`src/rtl/vehicle_sensor_emulator.sv`:
```
// vehicle_sensor_emulator
// Plays queued entry/exit requests out as timed S1 (outer) / S2 (inner)
// sensor waveforms, each phase held longer than the sensor debounce window.
// Optional feature: define REVERSE_ABORT_EN to let abort_req back a vehicle
// out of the gate part-way through a sequence (adds the done_abort output).
module vehicle_sensor_emulator #(
  parameter int PHASE_CYCLES = 2000000,
  parameter int GAP_CYCLES   = 2000000,
  parameter int PENDING_MAX  = 7
) (
  input  logic clk,
  input  logic reset,
  input  logic entry_req,
  input  logic exit_req,
  input  logic abort_req,
  output logic s1,
  output logic s2,
  output logic busy,
  output logic dir,
  output logic done_entry,
  output logic done_exit,
  output logic overflow
`ifdef REVERSE_ABORT_EN
  ,
  output logic done_abort
`endif
);

  localparam int MAX_CYC = (PHASE_CYCLES > GAP_CYCLES) ? PHASE_CYCLES : GAP_CYCLES;
  localparam int CNT_W   = (MAX_CYC > 1) ? $clog2(MAX_CYC) : 1;
  localparam int PEND_W  = $clog2(PENDING_MAX + 1);

  localparam logic [CNT_W-1:0]  PHASE_LAST = CNT_W'(PHASE_CYCLES - 1);
  localparam logic [CNT_W-1:0]  GAP_LAST   = CNT_W'(GAP_CYCLES - 1);
  localparam logic [PEND_W-1:0] PEND_FULL  = PEND_W'(PENDING_MAX);

  typedef enum logic [3:0] {
    IDLE,
    E1,
    E2,
    E3,
    X1,
    X2,
    X3,
    GAP
`ifdef REVERSE_ABORT_EN
    ,
    E1R,
    X1R
`endif
  } state_t;

  state_t            state_q, state_d;
  logic [CNT_W-1:0]  cnt_q, cnt_d;
  logic [PEND_W-1:0] ent_pend_q, ent_pend_d;
  logic [PEND_W-1:0] ext_pend_q, ext_pend_d;
  logic              s1_q, s1_d;
  logic              s2_q, s2_d;
  logic              busy_q, busy_d;
  logic              dir_q, dir_d;
  logic              done_entry_q, done_entry_d;
  logic              done_exit_q, done_exit_d;
  logic              overflow_q, overflow_d;
  logic              abort_q, abort_d;
  logic              done_abort_q, done_abort_d;

  logic phase_end;
  logic gap_end;
  logic start_ent;
  logic start_ext;
  logic ovf_ent;
  logic ovf_ext;
  logic abort_now;

`ifndef REVERSE_ABORT_EN
  logic unused_abort_req;
  assign unused_abort_req = abort_req;
`endif

  // Next-state, sequencing, arbitration, request queues and output decode
  always_comb begin
    state_d      = state_q;
    cnt_d        = cnt_q;
    ent_pend_d   = ent_pend_q;
    ext_pend_d   = ext_pend_q;
    dir_d        = dir_q;
    abort_d      = abort_q;
    done_entry_d = 1'b0;
    done_exit_d  = 1'b0;
    done_abort_d = 1'b0;
    start_ent    = 1'b0;
    start_ext    = 1'b0;
    ovf_ent      = 1'b0;
    ovf_ext      = 1'b0;
    phase_end    = (cnt_q == PHASE_LAST);
    gap_end      = (cnt_q == GAP_LAST);

`ifdef REVERSE_ABORT_EN
    abort_now = abort_q |
                (abort_req & ((state_q == E1) | (state_q == E2) |
                              (state_q == X1) | (state_q == X2)));
`else
    abort_now = 1'b0;
`endif
    abort_d = abort_now;

    case (state_q)
      IDLE: begin
        if ((ent_pend_q != '0) && ((ext_pend_q == '0) || !dir_q)) begin
          state_d   = E1;
          dir_d     = 1'b1;
          start_ent = 1'b1;
        end else if (ext_pend_q != '0) begin
          state_d   = X1;
          dir_d     = 1'b0;
          start_ext = 1'b1;
        end
      end
      E1: if (phase_end) state_d = abort_now ? GAP : E2;
      E2: begin
        if (phase_end) begin
`ifdef REVERSE_ABORT_EN
          state_d = abort_now ? E1R : E3;
`else
          state_d = E3;
`endif
        end
      end
      E3: if (phase_end) state_d = GAP;
      X1: if (phase_end) state_d = abort_now ? GAP : X2;
      X2: begin
        if (phase_end) begin
`ifdef REVERSE_ABORT_EN
          state_d = abort_now ? X1R : X3;
`else
          state_d = X3;
`endif
        end
      end
      X3: if (phase_end) state_d = GAP;
`ifdef REVERSE_ABORT_EN
      E1R: if (phase_end) state_d = GAP;
      X1R: if (phase_end) state_d = GAP;
`endif
      GAP: begin
        if (gap_end) begin
          state_d = IDLE;
          abort_d = 1'b0;
          if (abort_q)    done_abort_d = 1'b1;
          else if (dir_q) done_entry_d = 1'b1;
          else            done_exit_d  = 1'b1;
        end
      end
      default: state_d = IDLE;
    endcase

    if (state_d != state_q)   cnt_d = '0;
    else if (state_q != IDLE) cnt_d = cnt_q + CNT_W'(1);

    case ({entry_req, start_ent})
      2'b10: begin
        if (ent_pend_q == PEND_FULL) ovf_ent = 1'b1;
        else                         ent_pend_d = ent_pend_q + PEND_W'(1);
      end
      2'b01:   ent_pend_d = ent_pend_q - PEND_W'(1);
      default: ;
    endcase

    case ({exit_req, start_ext})
      2'b10: begin
        if (ext_pend_q == PEND_FULL) ovf_ext = 1'b1;
        else                         ext_pend_d = ext_pend_q + PEND_W'(1);
      end
      2'b01:   ext_pend_d = ext_pend_q - PEND_W'(1);
      default: ;
    endcase
    overflow_d = ovf_ent | ovf_ext;

    s1_d = 1'b0;
    s2_d = 1'b0;
    case (state_d)
      E1:      s1_d = 1'b1;
      E2:      begin s1_d = 1'b1; s2_d = 1'b1; end
      E3:      s2_d = 1'b1;
      X1:      s2_d = 1'b1;
      X2:      begin s1_d = 1'b1; s2_d = 1'b1; end
      X3:      s1_d = 1'b1;
`ifdef REVERSE_ABORT_EN
      E1R:     s1_d = 1'b1;
      X1R:     s2_d = 1'b1;
`endif
      default: ;
    endcase
    busy_d = (state_d != IDLE);
  end

  // State and registered outputs; reset drops everything and loses the queue
  always_ff @(posedge clk or posedge reset) begin
    if (reset) begin
      state_q      <= IDLE;
      cnt_q        <= '0;
      ent_pend_q   <= '0;
      ext_pend_q   <= '0;
      s1_q         <= 1'b0;
      s2_q         <= 1'b0;
      busy_q       <= 1'b0;
      dir_q        <= 1'b0;
      done_entry_q <= 1'b0;
      done_exit_q  <= 1'b0;
      overflow_q   <= 1'b0;
      abort_q      <= 1'b0;
      done_abort_q <= 1'b0;
    end else begin
      state_q      <= state_d;
      cnt_q        <= cnt_d;
      ent_pend_q   <= ent_pend_d;
      ext_pend_q   <= ext_pend_d;
      s1_q         <= s1_d;
      s2_q         <= s2_d;
      busy_q       <= busy_d;
      dir_q        <= dir_d;
      done_entry_q <= done_entry_d;
      done_exit_q  <= done_exit_d;
      overflow_q   <= overflow_d;
      abort_q      <= abort_d;
      done_abort_q <= done_abort_d;
    end
  end

  assign s1         = s1_q;
  assign s2         = s2_q;
  assign busy       = busy_q;
  assign dir        = dir_q;
  assign done_entry = done_entry_q;
  assign done_exit  = done_exit_q;
  assign overflow   = overflow_q;

`ifdef REVERSE_ABORT_EN
  assign done_abort = done_abort_q;
`else
  logic unused_abort_state;
  assign unused_abort_state = abort_q ^ done_abort_q;
`endif

endmodule

```
`config.mk`:
```
export PLATFORM = sky130hd
export DESIGN_NAME = vehicle_sensor_emulator
export DESIGN_NICKNAME = d
export VERILOG_FILES = /design/src/rtl/vehicle_sensor_emulator.sv
export SDC_FILE = /design/constraint.sdc
export NUM_CORES = 1
export LEC_CHECK = 0
export BUFFER_PORTS_ARGS = -buffer_cell sky130_fd_sc_hd__buf_2
export CORE_MARGIN = 2
export CORE_UTILIZATION = 35
export CTS_CLUSTER_SIZE = 12
export DETAILED_ROUTE_END_ITERATION = 8
export PLACE_DENSITY_LB_ADDON = 0.1
export RECOVER_POWER = 25
export SETUP_SLACK_MARGIN = 0.5
export SKIP_LAST_GASP = 1
export SYNTH_ARGS = -nofsm -noshare
export SYNTH_HDL_FRONTEND = slang
export SYNTH_SLANG_ARGS = --single-unit
export TNS_END_PERCENT = 1
```
`constraint.sdc`:
```
create_clock -name clk -period 3.15 [get_ports clk]
set_clock_uncertainty 0.05 [all_clocks]
set_input_delay 0.315 -clock clk [delete_from_list [all_inputs] [get_ports clk]]
set_output_delay 0.315 -clock clk [all_outputs]
set_load 0.02 [all_outputs]
```
==> results of run 1 <==
[power by group through the flow]
| stage | clock (mW) | combinational, mW | sequential (mW) |
|---|---|---|---|
| 6_report | 0.424 | 0.594 | 0.715 |
| 5_1_grt | 0.463 | 0.676 | 0.732 |
| 4_1_cts | 0.441 | 0.605 | 0.714 |
| 3_5_place_dp | 0 | 0.600 | 0.722 |
| 3_3_place_gp | 0 | 0.602 | 0.725 |
| 2_1_floorplan | 0 | 0.431 | 0.721 |
[path summary, 6_finish.rpt]
check	start	end
worst max-delay path	state_q[1]$_DFF_PP0_	ent_pend_q[2]$_DFFE_PP0P_
worst min-delay path	exit_req	overflow$_DFF_PP0_
worst max register to register	state_q[1]$_DFF_PP0_	ent_pend_q[2]$_DFFE_PP0P_
worst min register to register	ext_pend_q[2]$_DFFE_PP0P_	ext_pend_q[2]$_DFFE_PP0P_
max in group asynchronous	reset	cnt_q[0]$_DFFE_PP0P_
min in group asynchronous	reset	state_q[3]$_DFF_PP0_
[registers in the layout, summed over array words and instances (netlist names)]
register and flops:
busy 1, cnt_q 21, dir 1, done_entry 1, done_exit 1, ent_pend_q 3
ext_pend_q 3, overflow 1, s1 1, s2 1, state_q 4
[logic make-up (layout without fill, tap and decap cells)]
family	Yosys count	in the layout	synth area share, %
flops	38	38	45.0
xor+xnor	23	23	9.54
mux	3	3	1.42
other cells	1	1	0.178
fa+ha+maj	3	3	2.49
simple gates	101	101	26.2
compound gates	29	29	10.2
buf+inv	26	42	4.86
[layout by cell type (no fill, tap or decap), types with 2 or more instances in the layout]
cell type | Yosys | routed
sky130_fd_sc_hd__a21oi_1 | 8 | 8
sky130_fd_sc_hd__nor4_4 | 2 | 2
sky130_fd_sc_hd__or2_2 | 2 | 2
sky130_fd_sc_hd__nand4_1 | 7 | 7
sky130_fd_sc_hd__buf_2 | 4 | 10
sky130_fd_sc_hd__nor2_1 | 32 | 32
sky130_fd_sc_hd__clkinvlp_4 | 0 | 2
sky130_fd_sc_hd__buf_4 | 0 | 6
sky130_fd_sc_hd__mux2i_1 | 3 | 3
sky130_fd_sc_hd__a31o_2 | 2 | 2
sky130_fd_sc_hd__a31oi_1 | 2 | 2
sky130_fd_sc_hd__or3_1 | 3 | 3
sky130_fd_sc_hd__nor4_1 | 3 | 3
sky130_fd_sc_hd__xor2_1 | 5 | 5
sky130_fd_sc_hd__fa_1 | 2 | 2
sky130_fd_sc_hd__nor3_1 | 9 | 9
sky130_fd_sc_hd__o21ai_0 | 3 | 3
sky130_fd_sc_hd__nand3b_1 | 2 | 2
sky130_fd_sc_hd__inv_1 | 17 | 17
sky130_fd_sc_hd__dfrtp_1 | 38 | 38
sky130_fd_sc_hd__a211o_1 | 2 | 2
sky130_fd_sc_hd__clkbuf_8 | 0 | 5
sky130_fd_sc_hd__xnor2_1 | 18 | 18
sky130_fd_sc_hd__o211ai_1 | 2 | 2
sky130_fd_sc_hd__and4_1 | 2 | 2
sky130_fd_sc_hd__nand2_1 | 20 | 20
sky130_fd_sc_hd__a221oi_1 | 2 | 2
sky130_fd_sc_hd__nand3_1 | 7 | 7
sky130_fd_sc_hd__nand2b_1 | 2 | 2
[layer usage]
metal | GRT usage [%] | part of all wire [%]
met5 | 0 | 0
met4 | 5.00 | 1.1
met3 | 2.97 | 2.2
met2 | 22.3 | 44
met1 | 20.4 | 53
[worst max-delay path, stage by stage, from the launching register on]
cell and delay [ns]:
sky130_fd_sc_hd__dfrtp_1 0.49, sky130_fd_sc_hd__or4_1 0.63, sky130_fd_sc_hd__a211oi_4 0.20, sky130_fd_sc_hd__nand2b_1 0.09, sky130_fd_sc_hd__fa_1 0.40, sky130_fd_sc_hd__a211o_1 0.29
sky130_fd_sc_hd__a31o_2 0.24
[layout make-up]
class | instances | area share [%]
Clock buffer | 5 | 2.89
Clock inverter | 3 | 1.89
Inverter | 17 | 2.68
Multi-Input combinational cell | 160 | 44.5
Sequential cell | 38 | 40.0
Tap cell | 75 | 3.94
Timing Repair Buffer | 17 | 4.15
[per-stage QoR]
stage	hold WS (ns)	std cells	power [mW]	util, %
2_1_floorplan	0.446	224	1.15	-
3_3_place_gp	0.417	307	1.33	38.6
3_5_place_dp	0.423	307	1.32	38.6
4_1_cts	0.0982	315	1.76	40.5
5_1_grt	0.348	315	1.87	40.4
6_report	0.332	315	1.73	40.4
==> impl_metrics.sql, run 1 <==
INSERT INTO impl_metrics (metric_group, metric, value, unit) VALUES
('drt', 'routed_wl', '4210', 'um'),
('floorplanning', 'die_h', '81.7', 'um'),
('worst_setup_path', 'end_kind', 'register', ''),
('drt', 'route.vias.total', '1563', ''),
('drt', 'post-route-drc-count', '0', ''),
('layout', 'antennaDiodeCount', '0', ''),
('status', 'failed_checks', 'max-capacitance violations, max-slew violations', ''),
('worst_setup_path', 'cp.required', '3.28', 'ns'),
('yosys', 'synth.top_cells.by_count', '38 x sky130_fd_sc_hd__dfrtp_1, 32 x sky130_fd_sc_hd__nor2_1, 20 x sky130_fd_sc_hd__nand2_1', ''),
('timing', 'pins_over_slew_limit', '39', ''),
('timing', 'timing_hold_violations_final', '0', ''),
('floorplanning', 'floorplan.rows', '28', ''),
('place', 'gp_congestion', '0.748', ''),
('place', 'post_dp_cell_area', '2270', 'sq um'),
('yosys', 'yosys_register_bits', '38', ''),
('yosys', 'post-synth-top-area-cell', 'sky130_fd_sc_hd__dfrtp_1', ''),
('drt', 'postRouteAntennaNets', '0', ''),
('layout', 'finish.instance_area', '2380', 'sq um'),
('layout', 'num-nets-final', '247', ''),
('global_routing', 'antenna_found_initial', '0', ''),
('global_routing', 'grt_max_degree', '39', ''),
('layout', 'seqCellArea', '951', 'sq um'),
('status', 'outcome', 'finished, violations left', ''),
('worst_setup_path', 'largest_fanout_of_any_net_on_the_critical_path', '9', ''),
('place', 'preCtsSetupSlack', '0.665', 'ns'),
('drt', 'route.detailed.wl_per_inst', '13.4', 'um'),
('worst_setup_path', 'critPathLaunchType', 'register', ''),
('pwr', 'power.static_leakage', '0.981', 'nW'),
('yosys', 'synthCells', '224', ''),
('timing', 'final.setup.worst_slack', '0.655', 'ns'),
('cts', 'postCtsSetupBuffers', '0', ''),
('cts', 'cts_buffer_depth', '2', ''),
('layout', 'area_delta_synth_final', '12.7', '%'),
('yosys', 'synthTopCellsByArea', 'sky130_fd_sc_hd__dfrtp_1 45%, sky130_fd_sc_hd__xnor2_1 7.5%, sky130_fd_sc_hd__nor2_1 5.7%', ''),
('floorplanning', 'die_area', '6670', 'sq um'),
('worst_setup_path', 'cp_data_arrival_time', '2.63', 'ns'),
('worst_setup_path', 'worst_setup_slack_for_register_to_register_paths', '0.65', 'ns'),
('floorplanning', 'ioPinCount', '12', ''),
('cts', 'cts_root_buffer', 'sky130_fd_sc_hd__clkbuf_8', ''),
('cts', 'cts_resized', '0', ''),
('timing', 'setup-violations-final', '0', ''),
('cts', 'cts.sinks', '38', ''),
('global_routing', 'grt_first_pass_wirelength', '7450', 'um'),
('min_path', 'worstHoldPathType', 'in2reg', ''),
('place', 'io_buffer_count', '10', ''),
('layout', 'nFillCells', '598', ''),
('run', 'cap_violations', '1', ''),
('yosys', 'synth_cell_type_count', '47', ''),
('yosys', 'sequential_fraction_of_the_synthesis_area', '45.0', '%'),
('yosys', 'yosys_most_used_dff', 'sky130_fd_sc_hd__dfrtp_1', ''),
('cts', 'cts_tree', 'built', ''),
('pwr', 'reg_power_share', '41.2', '%'),
('cts', 'tritoncts.num_buffers', '5', ''),
('pwr', 'vdd_ir_drop_max', '0.296', 'mV'),
('layout', 'multiInputGateArea', '1060', 'sq um'),
('worst_setup_path', 'reg2regPathDepth', '6', ''),
('drt', 'detailedRoute.firstPassIterationCount', '4', ''),
('global_routing', 'grt_usage', '14.5', '%'),
('cts', 'htreeDepth', '2', ''),
('pwr', 'internal_power', '1.08', 'mW'),
('pwr', 'power_density', '728', 'nW/um^2'),
('drt', 'via_per_inst', '4.96', ''),
('place', 'place_hpwl', '2830', 'um'),
('timing', 'max_clock_freq', '401', 'MHz'),
('layout', 'drive_gt1_share', '14.2', '%'),
('pwr', 'netSwitchingPower', '0.653', 'mW'),
('drt', 'detail_route.iter0.violations', '82', ''),
('cts', 'cts_hold_repair.buffers', '0', ''),
('floorplanning', 'die_w', '81.7', 'um'),
('yosys', 'total_of_warnings_raised_by_yosys', '0', ''),
('cts', 'clk_pin_slew', '0.08', 'ns');
Note: power is estimated with default switching activity, not from simulation.
==> run 2: changes to the inputs <==
==> constraint.sdc (replaced) <==
create_clock -name clk -period 2.4 [get_ports clk]
set_clock_uncertainty 0.05 [all_clocks]
set_input_delay 0.24 -clock clk [delete_from_list [all_inputs] [get_ports clk]]
set_output_delay 0.24 -clock clk [all_outputs]
set_load 0.02 [all_outputs]
==> run 2 against run 1 <==
  * Routed wire length rose by 5.4%
  * Register-to-register slack got worse by 0.55 ns
  * Via count rose by 6.6%
  * Sequential share of layout area fell by 2.0 points
  * Sequential cell count did not move
  * The run ends with negative hold slack left
  * Largest cell class unchanged
  * Total power rose by 38%
==> impl_metrics.sql, run 2 (synthesis results as in run 1) <==
INSERT INTO impl_metrics (metric_group, metric, value, unit) VALUES
('layout', 'layout.cells.most_common_list', '37 x sky130_fd_sc_hd__dfrtp_1, 32 x sky130_fd_sc_hd__nor2_1, 20 x sky130_fd_sc_hd__nand2_1', ''),
('worst_setup_path', 'crit_type', 'reg2reg', ''),
('drt', 'detail_route.iter0.violations', '60', ''),
('drt', 'via_per_inst', '5.06', ''),
('drt', 'route.detailed.wl_per_inst', '13.5', 'um'),
('worst_setup_path', 'end_kind', 'register', ''),
('floorplanning', 'initial_utilization', '35.9', '%'),
('timing', 'final.min_clock_period', '2.30', 'ns'),
('place', 'io_buffer_count', '10', ''),
('floorplanning', 'die_h', '81.7', 'um'),
('pwr', 'vdd_ir_drop_max', '0.581', 'mV'),
('layout', 'layout.cells.non_filler', '329', ''),
('layout', 'area_delta_synth_final', '18.7', '%'),
('global_routing', 'grt_usage', '15.2', '%'),
('floorplanning', 'die_w', '81.7', 'um'),
('global_routing', 'grt_max_degree', '24', ''),
('timing', 'max_clock_freq', '436', 'MHz'),
('cts', 'cts.sinks', '38', ''),
('layout', 'regMostFlops', 'cnt_q', ''),
('layout', 'nFillCells', '578', ''),
('worst_setup_path', 'rr_endpoint', 'ent_pend_q[1]$_DFFE_PP0P_', ''),
('timing', 'grt_setup_unrepaired', 'yes', ''),
('timing', 'hold-worst-slack', '-0.0337', 'ns'),
('place', 'dp_cells', '318', ''),
('worst_setup_path', 'worstReg2RegStart', 'state_q[0]$_DFF_PP0_', ''),
('layout', 'antennaDiodeCount', '0', ''),
('floorplanning', 'floorplan_core_area', '5890', 'sq um'),
('layout', 'layout_commonest_cell', 'sky130_fd_sc_hd__dfrtp_1', ''),
('timing', 'timing_hold_violations_final', '15', ''),
('global_routing', 'globalRouteOverflowTotal', '0', ''),
('layout', 'num-nets-final', '261', ''),
('layout', 'max_ffs_per_register', '21', ''),
('worst_setup_path', 'reg2regPathDepth', '7', ''),
('cts', 'cts_buffer_depth', '2', ''),
('worst_setup_path', 'worst_setup_slack_for_register_to_register_paths', '0.10', 'ns'),
('global_routing', 'first_global_vias', '1603', ''),
('min_path', 'worstHoldPathType', 'in2async', ''),
('cts', 'cts_tree', 'built', ''),
('drt', 'detailedRoute.firstPassIterationCount', '4', ''),
('cts', 'cts_hold_repair.buffers', '0', ''),
('run', 'cap_violations', '0', ''),
('timing', 'setup-violations-final', '0', ''),
('cts', 'clk_pin_slew', '0.08', 'ns'),
('place', 'preCtsSetupSlack', '0.101', 'ns'),
('cts', 'tritoncts.num_buffers', '5', ''),
('floorplanning', 'floorplan.rows', '28', ''),
('worst_setup_path', 'cp_data_arrival_time', '2.42', 'ns'),
('layout', 'largestRegisters', 'cnt_q: 21 flops, state_q: 4 flops', ''),
('place', 'gp_congestion', '0.825', ''),
('worst_setup_path', 'cp.required', '2.52', 'ns'),
('cts', 'cts_root_buffer', 'sky130_fd_sc_hd__clkbuf_8', ''),
('cts', 'htreeDepth', '2', ''),
('drt', 'postRouteAntennaNets', '0', ''),
('worst_setup_path', 'largest_fanout_of_any_net_on_the_critical_path', '2', ''),
('global_routing', 'grt_first_pass_wirelength', '7650', 'um'),
('global_routing', 'antenna_found_initial', '0', ''),
('status', 'outcome', 'finished, violations left', ''),
('status', 'failed_checks', 'negative hold slack', ''),
('layout', 'drive_gt1_share', '22.0', '%'),
('floorplanning', 'die_area', '6670', 'sq um'),
('drt', 'post-route-drc-count', '0', ''),
('place', 'place_hpwl', '3100', 'um'),
('cts', 'clk-insertion-delay-late', '0.29', 'ns'),
('worst_setup_path', 'critPathLaunchType', 'register', ''),
('floorplanning', 'ioPinCount', '12', ''),
('pwr', 'power_density', '957', 'nW/um^2'),
('timing', 'final.setup.worst_slack', '0.104', 'ns'),
('pwr', 'power.static_leakage', '1.05', 'nW'),
('drt', 'routed_wl', '4430', 'um'),
('pwr', 'power.total', '2.40', 'mW'),
('timing', 'pins_over_slew_limit', '0', ''),
('timing', 'timing.final.crit_share', '95.7', '%'),
('drt', 'route.vias.total', '1666', ''),
('timing', 'slew-limit-headroom', '17.5', '%'),
('timing', 'worst_tran_pin_value', '1.24', 'ns');
[run 2: where the power goes]
part	total [mW]	switching, mW	internal, mW
clock network	0.461	0.229	0.232
registers	0.860	0.0906	0.770
logic	1.08	0.590	0.487
total	2.40	0.910	1.49
[run 2: worst max path at each step]
| stage | endpoint | from |
|---|---|---|
| finish | ent_pend_q[1]$_DFFE_PP0P_ | state_q[0]$_DFF_PP0_ |
| detailed placement | ent_pend_q[1]$_DFFE_PP0P_ | state_q[0]$_DFF_PP0_ |
| floorplan | ent_pend_q[1]$_DFFE_PP0P_ | state_q[2]$_DFF_PP0_ |
| global placement | ent_pend_q[2]$_DFFE_PP0P_ | state_q[0]$_DFF_PP0_ |
| CTS | ent_pend_q[1]$_DFFE_PP0P_ | state_q[2]$_DFF_PP0_ |
| global route | ext_pend_q[1]$_DFFE_PP0P_ | state_q[3]$_DFF_PP0_ |
[run 2: cell type report]
cell class / count / area [sq um] / share of cell area [%]
repair buffers: 31 / 220 / 8.78
well taps: 75 / 93.8 / 3.74
multi-input cells: 160 / 1090 / 43.3
clock inverters: 1 / 5.00 / 0.200
flip-flops and latches: 38 / 952 / 38.0
clock buffers: 7 / 86.3 / 3.44
inverters: 17 / 63.8 / 2.54
[run 2: per-layer routing]
| layer | global-route usage [%] | routed length, um | vias up |
|---|---|---|---|
| met5 | 0 | 0 | - |
| met4 | 5.50 | 67 | 0 |
| met1 | 19.4 | 2080 | 814 |
| met3 | 3.74 | 150 | 4 |
| li1 | - | - | 821 |
| met2 | 24.9 | 2140 | 27 |
[run 2: metrics by stage]
step                      utilization [%]  cell area (sq um)  setup TNS, ns
after global placement               40.6               2390              0
after global routing                 42.6               2510              0
after CTS                            42.5               2500              0
final                                42.6               2510              0
after floorplan                         -               2140         -0.659
after detailed placement             40.6               2390              0
[run 2: timing repair]
item,CTS,global route
endpoints found under the setup margin,33,33
gates resized for setup,1,5
buffers inserted,2,1
pin swaps,4,4
[run 2: critical path, stage by stage (launching register included)]
cell and delay (ns):
sky130_fd_sc_hd__dfrtp_1 0.39, sky130_fd_sc_hd__or4_4 0.56, sky130_fd_sc_hd__a211oi_4 0.23, sky130_fd_sc_hd__nand2b_1 0.10, sky130_fd_sc_hd__fa_2 0.53, sky130_fd_sc_hd__inv_2 0.04
sky130_fd_sc_hd__a221oi_2 0.22, sky130_fd_sc_hd__a21oi_1 0.06
